===== config.mk =====
export PLATFORM = sky130hd
export DESIGN_NAME = piso_tx
export DESIGN_NICKNAME = d
export VERILOG_FILES = /design/src/rtl/piso_tx.sv
export SDC_FILE = /design/constraint.sdc
export NUM_CORES = 1
export LEC_CHECK = 0
export BUFFER_PORTS_ARGS = -buffer_cell sky130_fd_sc_hd__buf_2
export CORE_AREA = 8 8 51 53
export DETAILED_ROUTE_END_ITERATION = 6
export DIE_AREA = 0 0 59 61
export HOLD_SLACK_MARGIN = 0.12
export REMOVE_ABC_BUFFERS = 1
export SLEW_MARGIN = 20
export SYNTH_ARGS = -nofsm -noshare
export SYNTH_HDL_FRONTEND = slang
export SYNTH_SLANG_ARGS = --single-unit
export TNS_END_PERCENT = 5

===== constraint.sdc =====
create_clock -name aclk -period 1.9 [get_ports aclk]
set_input_delay 0.19 -clock aclk [delete_from_list [all_inputs] [get_ports aclk]]
set_output_delay 0.19 -clock aclk [all_outputs]
set_load 0.03 [all_outputs]

===== src/rtl/piso_tx.sv =====
// piso_tx: parallel-in / serial-out transmitter.
//
// A WIDTH-bit word is accepted on a rising edge where in_valid and in_ready
// are both high, then shifted out LSB first on sdata, one bit per cycle,
// optionally followed by one even-parity bit. A word accepted during the
// last bit of a frame starts on the next cycle, so frames run back to back
// with no gap.
//
// Parameters
//   WIDTH     : data bits per frame (2..32)
//   PARITY_EN : 1 appends an even-parity bit after the data bits
//
// Ports
//   aclk     in   clock, rising edge
//   arst     in   asynchronous active-high reset
//   in_valid in   upstream word presented
//   in_data  in   parallel word to send
//   in_ready out  word accepted this cycle if in_valid is high
//   sdata    out  serial data (registered)
//   sframe   out  high on every cycle sdata carries a frame bit (registered)
//   busy     out  high while a frame is in progress
module piso_tx #(
  parameter int unsigned WIDTH     = 8,
  parameter int unsigned PARITY_EN = 0
) (
  input  logic             aclk,
  input  logic             arst,
  input  logic             in_valid,
  input  logic [WIDTH-1:0] in_data,
  output logic             in_ready,
  output logic             sdata,
  output logic             sframe,
  output logic             busy
);

  localparam int unsigned FrameLen = WIDTH + PARITY_EN;
  localparam int unsigned CntW     = $clog2(FrameLen);

  localparam logic [CntW-1:0] LastCnt  = CntW'(FrameLen - 1);
  // Counter value of the last data bit; the parity bit follows it.
  localparam logic [CntW-1:0] DataLast = CntW'(WIDTH - 1);

  typedef enum logic [0:0] {StIdle, StShift} state_e;

  state_e           state_q, state_d;
  logic [CntW-1:0]  cnt_q, cnt_d;
  logic [WIDTH-1:0] shreg_q, shreg_d;
  logic             par_q, par_d;
  logic             sdata_q, sdata_d;
  logic             sframe_q, sframe_d;

  logic accept;
  logic last_bit;

  assign last_bit = (state_q == StShift) && (cnt_q == LastCnt);

  // Ready in idle or on the final frame bit; forced low while reset is held.
  assign in_ready = ~arst & ((state_q == StIdle) | last_bit);
  assign accept   = in_valid & in_ready;

  always_comb begin
    state_d  = state_q;
    cnt_d    = cnt_q;
    shreg_d  = shreg_q;
    par_d    = par_q;
    sdata_d  = 1'b0;
    sframe_d = 1'b0;

    unique case (state_q)
      StIdle: begin
        if (accept) begin
          state_d  = StShift;
          cnt_d    = '0;
          // Bit 0 goes straight to the output register; the rest wait.
          shreg_d  = {1'b0, in_data[WIDTH-1:1]};
          par_d    = ^in_data;
          sdata_d  = in_data[0];
          sframe_d = 1'b1;
        end
      end

      StShift: begin
        if (last_bit) begin
          if (accept) begin
            state_d  = StShift;
            cnt_d    = '0;
            shreg_d  = {1'b0, in_data[WIDTH-1:1]};
            par_d    = ^in_data;
            sdata_d  = in_data[0];
            sframe_d = 1'b1;
          end else begin
            state_d  = StIdle;
            cnt_d    = '0;
            shreg_d  = '0;
          end
        end else begin
          cnt_d    = cnt_q + 1'b1;
          sframe_d = 1'b1;
          if ((PARITY_EN != 0) && (cnt_q == DataLast)) begin
            sdata_d = par_q;
          end else begin
            sdata_d = shreg_q[0];
            shreg_d = shreg_q >> 1;
          end
        end
      end

      default: begin
        state_d = StIdle;
        cnt_d   = '0;
      end
    endcase
  end

  always_ff @(posedge aclk or posedge arst) begin
    if (arst) begin
      state_q  <= StIdle;
      cnt_q    <= '0;
      shreg_q  <= '0;
      par_q    <= 1'b0;
      sdata_q  <= 1'b0;
      sframe_q <= 1'b0;
    end else begin
      state_q  <= state_d;
      cnt_q    <= cnt_d;
      shreg_q  <= shreg_d;
      par_q    <= par_d;
      sdata_q  <= sdata_d;
      sframe_q <= sframe_d;
    end
  end

  assign sdata  = sdata_q;
  assign sframe = sframe_q;
  assign busy   = (state_q == StShift);

  // Structural invariants.
  cnt_in_range_a : assert property (@(posedge aclk) disable iff (arst) cnt_q <= LastCnt);
  sframe_busy_a  : assert property (@(posedge aclk) disable iff (arst) sframe_q == busy);
  idle_quiet_a   : assert property (@(posedge aclk) disable iff (arst)
                                    (state_q == StIdle) |-> (!sdata_q && cnt_q == '0));

endmodule


==> results of run 1 <==
[metrics by stage]
stage / cell area, um^2 / std cells / hold slack, ns / total power, mW / utilization
after floorplan: 520 / 39 / 0.0547 / 0.740 / -
after global placement: 624 / 80 / 0.238 / 0.843 / 0.339
after detailed placement: 624 / 80 / 0.247 / 0.859 / 0.339
after CTS: 681 / 86 / 0.128 / 1.07 / 0.370
after global routing: 681 / 86 / 0.136 / 1.14 / 0.370
final: 681 / 86 / 0.138 / 1.06 / 0.370
[cells in the final DEF, fill, tap and decap left out]
cell,synthesis,final
buf_2,0,14
dfrtp_1,12,12
and2_1,6,6
a221o_1,6,6
a22o_1,3,3
clkbuf_4,0,3
ha_1,2,2
dlygate4sd3_1,0,2
and2b_4,1,1
nor2b_2,1,1
nor2_2,1,1
nor2b_1,1,1
mux2_2,1,1
nor3b_1,1,1
a21o_1,1,1
nor2_1,1,1
or2_2,1,1
inv_1,1,1
clkbuf_8,0,1
[sequential cells by signal (all words and copies together) (netlist names)]
| name | flops |
|---|---|
| shreg_q | 7 |
| cnt_q | 3 |
| sdata | 1 |
| sframe | 1 |
[cell families after synthesis]
family,count (synthesis)
simple gates,13
flops,12
compound gates,10
buf+inv,4
fa+ha+maj,2
mux,1
[routing by layer]
| layer | wire length (um) | track usage | up-vias |
|---|---|---|---|
| met1 | 494 | 0.0886 | 188 |
| met4 | 25 | 0.0614 | 0 |
| met2 | 520 | 0.103 | 6 |
| met3 | 44 | 0.0191 | 2 |
| met5 | 0 | 0 | - |
| li1 | - | - | 187 |
[layout make-up]
type	instances	area, um^2	share of cell area
well taps	27	33.8	0.0496
inverters	1	3.75	0.00551
repair buffers	16	90.1	0.132
multi-input cells	26	216	0.318
flip-flops and latches	12	300	0.441
clock buffers	4	36.3	0.0533
[power by group]
part	internal (mW)	total, mW	switching, mW
logic	0.206	0.438	0.232
registers	0.354	0.417	0.0629
clock network	0.116	0.200	0.0840
total	0.677	1.06	0.379
[critical path: stages (launching register included)]
cell and delay (ns):
dfrtp_1 0.40, ha_1 0.20, ha_1 0.17, and2b_4 0.31
nor2_1 0.05, buf_2 0.17
[worst min-delay path by stage]
stage	start	endpoint	slack [ns]	depth (start not counted)
final	in_data[0]	sdata	0.14	2
after global routing	in_data[0]	sdata	0.14	2
after CTS	in_data[0]	sdata	0.13	2
after detailed placement	arst	sframe	0.25	2
after global placement	arst	sframe	0.24	2
after floorplan	arst	cnt_q[0]	0.05	1
==> impl_metrics.prom, run 1 <==
# TYPE chip_impl_metric gauge
chip_impl_metric{name="clk_transition_reported_paths",unit="ns"} 0.08
chip_impl_metric{name="setup.reg_to_reg.worst_slack",unit="ns"} 0.17
chip_impl_info{name="clockRootBuffer",value="clkbuf_4"} 1
chip_impl_metric{name="grt_use_total",unit=""} 0.0723
chip_impl_metric{name="postSynthCellCount",unit=""} 42
chip_impl_metric{name="period_minus_slack",unit="ns"} 1.76
chip_impl_info{name="synth.largest_area_cell",value="dfrtp_1"} 1
chip_impl_info{name="synth.area.top_cells",value="dfrtp_1 55%, a221o_1 11%, and2_1 6.9%"} 1
chip_impl_info{name="worst_setup_path_start_kind",value="register"} 1
chip_impl_metric{name="floorplan.die_area",unit="um^2"} 3600
chip_impl_metric{name="core_area",unit="um^2"} 1840
chip_impl_metric{name="setup_slack",unit="ns"} 0.137
chip_impl_metric{name="cts_buffer_depth",unit=""} 2
chip_impl_metric{name="vertical_extent_of_the_die",unit="um"} 61
chip_impl_metric{name="grt_pass1_vias",unit=""} 426
chip_impl_info{name="unrepaired_setup_endpoints_after_global_routing",value="false"} 1
chip_impl_metric{name="nets",unit=""} 73
chip_impl_metric{name="synthSimpleGateAreaFrac",unit=""} 0.158
chip_impl_metric{name="tritoncts.num_buffers",unit=""} 3
chip_impl_metric{name="ir_drop",unit="uV"} 332
chip_impl_info{name="synth_top_cells_by_count",value="12 x dfrtp_1, 6 x a221o_1, 6 x and2_1"} 1
chip_impl_metric{name="hold_viol_final",unit=""} 0
chip_impl_metric{name="routed_wirelength",unit="mm"} 1.09
chip_impl_metric{name="synth_compound_gate_area_share",unit=""} 0.172
chip_impl_metric{name="finalMaxSlewViolations",unit=""} 0
chip_impl_metric{name="critical_path.max_fanout",unit=""} 13
chip_impl_metric{name="standard_cell_row_count",unit=""} 16
chip_impl_metric{name="postCtsSetupRepairBufs",unit=""} 0
chip_impl_metric{name="critical_path_required",unit="ns"} 1.71
chip_impl_metric{name="yosys_warnings",unit=""} 0
chip_impl_metric{name="grt_antenna_before_repair",unit=""} 0
chip_impl_info{name="critical_path_type",value="reg2out"} 1
chip_impl_metric{name="fp.dieW",unit="um"} 59
chip_impl_metric{name="final-setup-viol-count",unit=""} 0
chip_impl_metric{name="pin_count_of_the_biggest_net_entering_global_routing",unit=""} 14
chip_impl_info{name="run_status",value="finished clean"} 1
chip_impl_metric{name="finalClockSkew",unit="ns"} 0.00173
chip_impl_metric{name="place.gp.congestion",unit=""} 0.714
chip_impl_metric{name="num_vias",unit=""} 383
chip_impl_metric{name="first_pass_grt_wire_length",unit="mm"} 1.94
chip_impl_metric{name="power_density",unit="nW/um^2"} 1550
chip_impl_metric{name="router_iterations_before_antenna_repair",unit=""} 4
chip_impl_metric{name="postSynthRegisterBits",unit=""} 12
chip_impl_metric{name="final_antenna_net_count",unit=""} 0
chip_impl_metric{name="max_clock_freq",unit="MHz"} 567
chip_impl_metric{name="area_growth",unit="%"} 24.5
chip_impl_metric{name="fraction_of_the_cycle_the_final_worst_path_needs",unit=""} 0.928
chip_impl_metric{name="synth_mux_area_frac",unit=""} 0.0206
chip_impl_metric{name="total_leakage_power",unit="nW"} 0.342
chip_impl_metric{name="num-fill-cells",unit=""} 204
chip_impl_metric{name="synthDistinctLibCells",unit=""} 17
chip_impl_info{name="critical_path.endpoint_type",value="primary output"} 1
chip_impl_metric{name="wl_per_cell",unit="um"} 12.6
chip_impl_metric{name="relSlewSlack",unit=""} 0.640
chip_impl_info{name="critPathCapture",value="in_ready"} 1
chip_impl_metric{name="cts.htree.levels",unit=""} 1
chip_impl_metric{name="drt_drc_violations_left",unit=""} 0
chip_impl_metric{name="synth-adder-area-share",unit=""} 0.0458
chip_impl_metric{name="synth_xor_area_frac",unit=""} 0
chip_impl_info{name="worst_r2r_src",value="cnt_q[0]"} 1
chip_impl_metric{name="cap_viol_max_count",unit=""} 0
chip_impl_metric{name="pre_cts_ws",unit="ns"} 0.182
chip_impl_metric{name="syn-mean-instance-area",unit="um^2"} 13.0
chip_impl_metric{name="cts-hold-fix-buffers",unit=""} 2
chip_impl_metric{name="critPathArrivalTime",unit="ns"} 1.57
chip_impl_metric{name="worstMarginPinSlew",unit="ns"} 0.538
chip_impl_metric{name="routed_via_density",unit=""} 4.45
chip_impl_metric{name="io_pins",unit=""} 15
chip_impl_metric{name="num_antenna_cells",unit=""} 0
chip_impl_metric{name="overflow",unit=""} 0
chip_impl_metric{name="asyncSetResetFlopFracSynth",unit=""} 1.00
chip_impl_metric{name="setup_total_negative_slack",unit="ns"} 0
chip_impl_info{name="primary_ff_master_synth",value="dfrtp_1"} 1
chip_impl_metric{name="port-buffer-count",unit=""} 14
chip_impl_info{name="cts_tree",value="built"} 1
chip_impl_metric{name="dr.first_iter.drc_count",unit=""} 4
chip_impl_metric{name="initial_utilization",unit=""} 0.297
chip_impl_metric{name="synth_enable_flop_cells",unit=""} 0
chip_impl_metric{name="detailed_place_hpwl",unit="um"} 821
chip_impl_info{name="hold_path.class",value="in2reg"} 1
chip_impl_metric{name="cts_sinks",unit=""} 12
chip_impl_metric{name="worst_r2r_path_depth",unit=""} 5
chip_impl_info{name="timing.rr.end",value="shreg_q[5]"} 1
chip_impl_metric{name="cts_resized",unit=""} 0
chip_impl_metric{name="drive_above_1_share",unit=""} 0.390
chip_impl_metric{name="syn-cell-area",unit="um^2"} 547
chip_impl_info{name="main_combinational_cell_family_by_area_after_synthesis",value="compound AO/OA/AOI/OAI gates"} 1
chip_impl_metric{name="synth_seq_area_share",unit=""} 0.549
chip_impl_info{name="worstSetupStartpoint",value="cnt_q[0]"} 1
chip_impl_metric{name="post-synth-top-area-fraction",unit=""} 0.549
chip_impl_info{name="synth.most_common_cell",value="dfrtp_1"} 1
chip_impl_metric{name="insertion_delay",unit="ns"} 0.27
No activity file was read; power rests on OpenSTA's default activity.
==> inputs of run 2 (changes only) <==
--- a/config.mk
+++ b/config.mk
@@ -9,9 +9,9 @@
 export CORE_AREA = 8 8 51 53
 export DETAILED_ROUTE_END_ITERATION = 6
 export DIE_AREA = 0 0 59 61
+export GPL_TIMING_DRIVEN = 0
 export HOLD_SLACK_MARGIN = 0.12
 export REMOVE_ABC_BUFFERS = 1
-export SLEW_MARGIN = 20
 export SYNTH_ARGS = -nofsm -noshare
 export SYNTH_HDL_FRONTEND = slang
 export SYNTH_SLANG_ARGS = --single-unit
==> impl_metrics.prom, run 2 (synthesized netlist as in run 1, its figures left out) <==
# TYPE chip_impl_metric gauge
chip_impl_metric{name="wl_per_cell",unit="um"} 12.6
chip_impl_metric{name="total_leakage_power",unit="nW"} 0.342
chip_impl_metric{name="power_density",unit="nW/um^2"} 1540
chip_impl_info{name="crit_chain",value="ha_1 > ha_1 > and2b_4 > nor2_1 > buf_2"} 1
chip_impl_metric{name="pre_cts_ws",unit="ns"} 0.173
chip_impl_metric{name="critical_path.max_fanout",unit=""} 13
chip_impl_metric{name="tritoncts.num_buffers",unit=""} 3
chip_impl_metric{name="whs",unit="ns"} 0.145
chip_impl_metric{name="initial_utilization",unit=""} 0.297
chip_impl_metric{name="setup.reg_to_reg.worst_slack",unit="ns"} 0.16
chip_impl_metric{name="grt_pass1_vias",unit=""} 432
chip_impl_info{name="cts_tree",value="built"} 1
chip_impl_metric{name="cellInternalPower",unit="mW"} 0.674
chip_impl_metric{name="fp.dieW",unit="um"} 59
chip_impl_metric{name="drt_drc_violations_left",unit=""} 0
chip_impl_metric{name="nets",unit=""} 73
chip_impl_info{name="critical_path_type",value="reg2out"} 1
chip_impl_metric{name="worstMarginPinSlew",unit="ns"} 0.546
chip_impl_metric{name="fraction_of_the_cycle_the_final_worst_path_needs",unit=""} 0.936
chip_impl_metric{name="port-buffer-count",unit=""} 14
chip_impl_metric{name="fin_util",unit=""} 0.370
chip_impl_metric{name="p_sw",unit="mW"} 0.377
chip_impl_metric{name="core_area",unit="um^2"} 1840
chip_impl_metric{name="insertion_delay",unit="ns"} 0.27
chip_impl_metric{name="num_vias",unit=""} 393
chip_impl_metric{name="routed_wirelength",unit="mm"} 1.08
chip_impl_metric{name="standard_cell_row_count",unit=""} 16
chip_impl_info{name="critical_path.slowest_cell",value="dfrtp_1"} 1
chip_impl_metric{name="cts_sinks",unit=""} 12
chip_impl_info{name="timing.rr.end",value="shreg_q[4]"} 1
chip_impl_info{name="worst_r2r_src",value="cnt_q[0]"} 1
chip_impl_info{name="critical-path-top-cell-by-count",value="ha_1"} 1
chip_impl_metric{name="overflow",unit=""} 0
chip_impl_info{name="run_status",value="finished clean"} 1
chip_impl_metric{name="timing.critical_path.slowest_cell_delay",unit="ns"} 0.40
chip_impl_metric{name="final-setup-viol-count",unit=""} 0
chip_impl_info{name="mostFrequentLayoutCell",value="buf_2"} 1
chip_impl_metric{name="ir_drop",unit="uV"} 425
chip_impl_metric{name="area_growth",unit="%"} 24.5
chip_impl_metric{name="grt_use_total",unit=""} 0.0724
chip_impl_metric{name="grt_antenna_before_repair",unit=""} 0
chip_impl_metric{name="router_iterations_before_antenna_repair",unit=""} 4
chip_impl_metric{name="hold_viol_final",unit=""} 0
chip_impl_info{name="clockRootBuffer",value="clkbuf_4"} 1
chip_impl_metric{name="cts_buffer_depth",unit=""} 2
chip_impl_metric{name="postCtsSetupRepairBufs",unit=""} 0
chip_impl_metric{name="final_antenna_net_count",unit=""} 0
chip_impl_info{name="critPathCapture",value="in_ready"} 1
chip_impl_metric{name="finalClockSkew",unit="ns"} 0.00286
chip_impl_metric{name="routed_via_density",unit=""} 4.57
chip_impl_metric{name="critPathArrivalTime",unit="ns"} 1.59
chip_impl_info{name="final_cell_mix",value="14 x buf_2, 12 x dfrtp_1, 6 x and2_1, 6 x a221o_1"} 1
chip_impl_metric{name="multi_input_comb_area",unit="um^2"} 216
chip_impl_metric{name="num-fill-cells",unit=""} 203
chip_impl_info{name="worst_setup_path_start_kind",value="register"} 1
chip_impl_metric{name="register_area",unit="um^2"} 300
chip_impl_metric{name="cts_resized",unit=""} 0
chip_impl_metric{name="detailed_place_hpwl",unit="um"} 778
chip_impl_metric{name="cap_viol_max_count",unit=""} 0
chip_impl_metric{name="max_clock_freq",unit="MHz"} 562
chip_impl_metric{name="cts.htree.levels",unit=""} 1
chip_impl_metric{name="setup_slack",unit="ns"} 0.121
chip_impl_metric{name="num_antenna_cells",unit=""} 0
chip_impl_metric{name="power_frac_seq",unit=""} 0.392
chip_impl_metric{name="setup_total_negative_slack",unit="ns"} 0
chip_impl_metric{name="power.clock.fraction",unit=""} 0.192
chip_impl_metric{name="largest_register_ffs",unit=""} 7
chip_impl_metric{name="first_pass_grt_wire_length",unit="mm"} 1.97
chip_impl_metric{name="critical_path_required",unit="ns"} 1.71
chip_impl_metric{name="p_comb_frac",unit=""} 0.416
chip_impl_info{name="unrepaired_setup_endpoints_after_global_routing",value="false"} 1
chip_impl_info{name="hold_path.class",value="in2reg"} 1
chip_impl_metric{name="place.gp.congestion",unit=""} 0.633
chip_impl_metric{name="io_pins",unit=""} 15
chip_impl_metric{name="switching_share",unit=""} 0.359
chip_impl_metric{name="dr.first_iter.drc_count",unit=""} 3
chip_impl_info{name="worstSetupStartpoint",value="cnt_q[0]"} 1
chip_impl_info{name="reg_top3",value="shreg_q (7), cnt_q (3)"} 1
chip_impl_metric{name="vertical_extent_of_the_die",unit="um"} 61
chip_impl_metric{name="pin_count_of_the_biggest_net_entering_global_routing",unit=""} 14
chip_impl_metric{name="floorplan.die_area",unit="um^2"} 3600
chip_impl_metric{name="drive_above_1_share",unit=""} 0.390
chip_impl_metric{name="period_minus_slack",unit="ns"} 1.78
chip_impl_metric{name="finalMaxSlewViolations",unit=""} 0
chip_impl_metric{name="clk_transition_reported_paths",unit="ns"} 0.08
chip_impl_metric{name="relSlewSlack",unit=""} 0.635
chip_impl_info{name="regMostFlops",value="shreg_q"} 1
chip_impl_info{name="critical_path.endpoint_type",value="primary output"} 1
chip_impl_metric{name="worst_r2r_path_depth",unit=""} 5
[run 2: worst min-delay path by stage]
stage	start	to	depth (start not counted)
6_report	in_data[0]	sdata	2
5_1_grt	in_data[6]	shreg_q[5]	2
4_1_cts	in_data[0]	sdata	2
3_5_place_dp	arst	cnt_q[1]	2
3_3_place_gp	arst	sframe	2
2_1_floorplan	arst	cnt_q[0]	1
[run 2: critical path: cells and delay by family, from the launching register on]
family / cells / cell delay (ns)
DFF: 1 / 0.40
adders and majority gates: 2 / 0.38
and+or+nand+nor: 2 / 0.38
buffers and inverters: 1 / 0.17
[run 2: repair_timing]
action | 4_1_cts | 5_1_grt
setup endpoints to repair | 0 | 0
hold buffers | 2 | 0
endpoints found under the hold margin | 13 | 0
[run 2: area by class of cell]
class / instances / area share
Sequential cell: 12 / 0.441
Inverter: 1 / 0.00551
Clock buffer: 4 / 0.0533
Tap cell: 27 / 0.0496
Multi-Input combinational cell: 26 / 0.318
Timing Repair Buffer: 16 / 0.132
[run 2: routing by layer]
metal	vias up	global-route usage	part of all wire	wire (um)
met5	-	0	0	0
li1	189	-	-	-
met1	198	0.0731	0.42	451
met2	6	0.125	0.55	591
met3	0	0.0297	0.038	41
met4	0	0.0410	0	0
[run 2: stage by stage]
step                power, mW  instance area, um^2  cells
global placement        0.844                  624     80
CTS                      1.07                  681     86
detailed placement      0.856                  624     80
global route             1.14                  681     86
floorplan               0.740                  520     39
finish                   1.05                  681     86
[run 2: power by group through the flow]
stage	sequential [mW]	clock, mW	combinational (mW)
global route	0.427	0.225	0.489
global placement	0.413	0	0.431
floorplan	0.463	0	0.276
detailed placement	0.416	0	0.440
finish	0.412	0.202	0.437
CTS	0.413	0.211	0.445
==> inputs of run 3 (changes only) <==
--- a/config.mk
+++ b/config.mk
@@ -6,12 +6,13 @@
 export NUM_CORES = 1
 export LEC_CHECK = 0
 export BUFFER_PORTS_ARGS = -buffer_cell sky130_fd_sc_hd__buf_2
-export CORE_AREA = 8 8 51 53
+export CORE_AREA = 2 2 45 47
 export DETAILED_ROUTE_END_ITERATION = 6
-export DIE_AREA = 0 0 59 61
+export DIE_AREA = 0 0 47 49
 export GPL_TIMING_DRIVEN = 0
 export HOLD_SLACK_MARGIN = 0.12
 export REMOVE_ABC_BUFFERS = 1
+export SLEW_MARGIN = 20
 export SYNTH_ARGS = -nofsm -noshare
 export SYNTH_HDL_FRONTEND = slang
 export SYNTH_SLANG_ARGS = --single-unit
==> impl_metrics.prom, run 3 (synthesized netlist as in run 1, its figures left out) <==
# TYPE chip_impl_metric gauge
chip_impl_info{name="run_status",value="finished clean"} 1
chip_impl_metric{name="relSlewSlack",unit=""} 0.630
chip_impl_metric{name="ir_drop",unit="uV"} 448
chip_impl_metric{name="floorplan.die_area",unit="um^2"} 2300
chip_impl_metric{name="wl_per_cell",unit="um"} 11.1
chip_impl_info{name="clockRootBuffer",value="clkbuf_4"} 1
chip_impl_metric{name="finalMaxSlewViolations",unit=""} 0
chip_impl_metric{name="groute.layer.met3.usage",unit=""} 0.0370
chip_impl_info{name="mostFrequentLayoutCell",value="buf_2"} 1
chip_impl_metric{name="place.gp.congestion",unit=""} 0.666
chip_impl_metric{name="largest_register_ffs",unit=""} 7
chip_impl_metric{name="cap_viol_max_count",unit=""} 0
chip_impl_metric{name="overflow",unit=""} 0
chip_impl_metric{name="grt_pass1_vias",unit=""} 378
chip_impl_info{name="reg_top3",value="shreg_q (7), cnt_q (3)"} 1
chip_impl_metric{name="max_clock_freq",unit="MHz"} 572
chip_impl_info{name="globalRoute.busiestLayer",value="met2"} 1
chip_impl_metric{name="standard_cell_row_count",unit=""} 16
chip_impl_metric{name="power_density",unit="nW/um^2"} 1510
chip_impl_metric{name="core_area",unit="um^2"} 1840
chip_impl_info{name="critical_path_type",value="reg2out"} 1
chip_impl_metric{name="critical_path_required",unit="ns"} 1.71
chip_impl_metric{name="timing.critical_path.buf_inv",unit=""} 1
chip_impl_metric{name="num_antenna_cells",unit=""} 0
chip_impl_metric{name="fraction_of_the_cycle_the_final_worst_path_needs",unit=""} 0.921
chip_impl_metric{name="cts_sinks",unit=""} 12
chip_impl_metric{name="routed_wirelength",unit="um"} 934
chip_impl_metric{name="router_iterations_before_antenna_repair",unit=""} 4
chip_impl_metric{name="hold_viol_final",unit=""} 0
chip_impl_metric{name="timing.critical_path.slowest_cell_delay",unit="ns"} 0.39
chip_impl_metric{name="critPathArrivalTime",unit="ns"} 1.56
chip_impl_metric{name="pin_count_of_the_biggest_net_entering_global_routing",unit=""} 14
chip_impl_metric{name="final_design_area_no_fill",unit="um^2"} 657
chip_impl_metric{name="finalClockSkew",unit="ns"} 0.00636
chip_impl_metric{name="final_antenna_net_count",unit=""} 0
chip_impl_metric{name="grt_met1_usage",unit=""} 0.136
chip_impl_metric{name="num_vias",unit=""} 377
chip_impl_info{name="critical_path.endpoint_type",value="primary output"} 1
chip_impl_metric{name="routed_via_density",unit=""} 4.49
chip_impl_metric{name="area_growth",unit="%"} 20.1
chip_impl_metric{name="vertical_extent_of_the_die",unit="um"} 49
chip_impl_info{name="worst_setup_path_start_kind",value="register"} 1
chip_impl_metric{name="globalRouteMet2Util",unit=""} 0.144
chip_impl_metric{name="stdcell_count",unit=""} 84
chip_impl_metric{name="setup_total_negative_slack",unit="ns"} 0
chip_impl_metric{name="placed_cell_area",unit="um^2"} 624
chip_impl_metric{name="grt_use_total",unit=""} 0.103
chip_impl_info{name="crit_chain",value="ha_1 > ha_1 > and2b_4 > nor2_1 > buf_2"} 1
chip_impl_metric{name="drive_above_1_share",unit=""} 0.386
chip_impl_metric{name="final-setup-viol-count",unit=""} 0
chip_impl_info{name="critical-path-top-cell-by-count",value="ha_1"} 1
chip_impl_metric{name="initial_utilization",unit=""} 0.297
chip_impl_metric{name="tritoncts.num_buffers",unit=""} 3
chip_impl_metric{name="clk_transition_reported_paths",unit="ns"} 0.07
chip_impl_metric{name="total_leakage_power",unit="nW"} 0.331
chip_impl_info{name="hold_path.class",value="in2reg"} 1
chip_impl_metric{name="grt_antenna_before_repair",unit=""} 0
chip_impl_metric{name="first_pass_grt_wire_length",unit="mm"} 1.68
chip_impl_metric{name="cts.htree.levels",unit=""} 1
chip_impl_metric{name="fp.dieW",unit="um"} 47
chip_impl_metric{name="cts_buffer_depth",unit=""} 2
chip_impl_metric{name="detailed_place_hpwl",unit="um"} 687
chip_impl_metric{name="period_minus_slack",unit="ns"} 1.75
chip_impl_metric{name="drt_drc_violations_left",unit=""} 0
chip_impl_metric{name="dp_cells",unit=""} 80
chip_impl_metric{name="cts-hold-fix-buffers",unit=""} 1
chip_impl_metric{name="total_power",unit="mW"} 0.991
chip_impl_metric{name="insertion_delay",unit="ns"} 0.26
chip_impl_info{name="cts_tree",value="built"} 1
chip_impl_metric{name="io_pins",unit=""} 15
chip_impl_info{name="critical_path.slowest_cell",value="dfrtp_1"} 1
chip_impl_metric{name="critical_path.max_fanout",unit=""} 13
chip_impl_info{name="critical-path-top-delay-family",value="flip-flops"} 1
chip_impl_metric{name="postCtsSetupRepairBufs",unit=""} 0
chip_impl_metric{name="port-buffer-count",unit=""} 14
chip_impl_info{name="unrepaired_setup_endpoints_after_global_routing",value="false"} 1
chip_impl_info{name="final_cell_mix",value="14 x buf_2, 12 x dfrtp_1, 6 x and2_1, 6 x a221o_1"} 1
chip_impl_info{name="regMostFlops",value="shreg_q"} 1
chip_impl_metric{name="cts_resized",unit=""} 0
chip_impl_metric{name="worstMarginPinSlew",unit="ns"} 0.555
chip_impl_metric{name="dr.first_iter.drc_count",unit=""} 7
chip_impl_metric{name="nets",unit=""} 72
==> run 3: changes by cell type in the layout (fill, tap and decap cells not counted), sizes merged <==
cell,before,now
clkbuf,4,3
dlygate4sd3,2,1
==> run 3: cell type report <==
type,instances,area (um^2)
clock buffers,3,22.5
fillers,198,1180
inverters,1,3.75
multi-input cells,26,216
flip-flops and latches,12,300
well taps,27,33.8
repair buffers,15,80.1
==> run 3: worst paths after layout <==
kind                                  from          to  slack, ns  cells past startpoint
worst max register to register    cnt_q[0]  shreg_q[4]       0.17                      5
worst min-delay path            in_data[7]  shreg_q[6]       0.13                      2
min in group asynchronous             arst  shreg_q[0]       0.50                      3
worst min register to register    cnt_q[2]    cnt_q[2]       0.51                      1
worst max-delay path              cnt_q[0]    in_ready       0.15                      5
max in group asynchronous             arst    cnt_q[1]       1.07                      3
==> run 3: stage by stage <==
stage          worst slack (ns)  utilization  hold slack (ns)
5_1_grt                  0.0616        0.357            0.129
3_5_place_dp              0.162        0.339            0.249
2_1_floorplan             0.309            -           0.0547
4_1_cts                   0.125        0.357            0.128
3_3_place_gp              0.178        0.339            0.250
6_report                  0.151        0.357            0.132
==> run 3: per-layer routing <==
| metal | up-vias | part of all wire |
|---|---|---|
| met1 | 186 | 0.45 |
| met3 | 0 | 0.033 |
| li1 | 185 | - |
| met5 | - | 0 |
| met2 | 6 | 0.51 |
| met4 | 0 | 0 |
==> run 3: power breakdown <==
part / switching (mW) / internal [mW] / leakage (nW)
clock network: 0.0758 / 0.0730 / 0.0138
logic: 0.228 / 0.202 / 0.162
registers: 0.0577 / 0.354 / 0.155
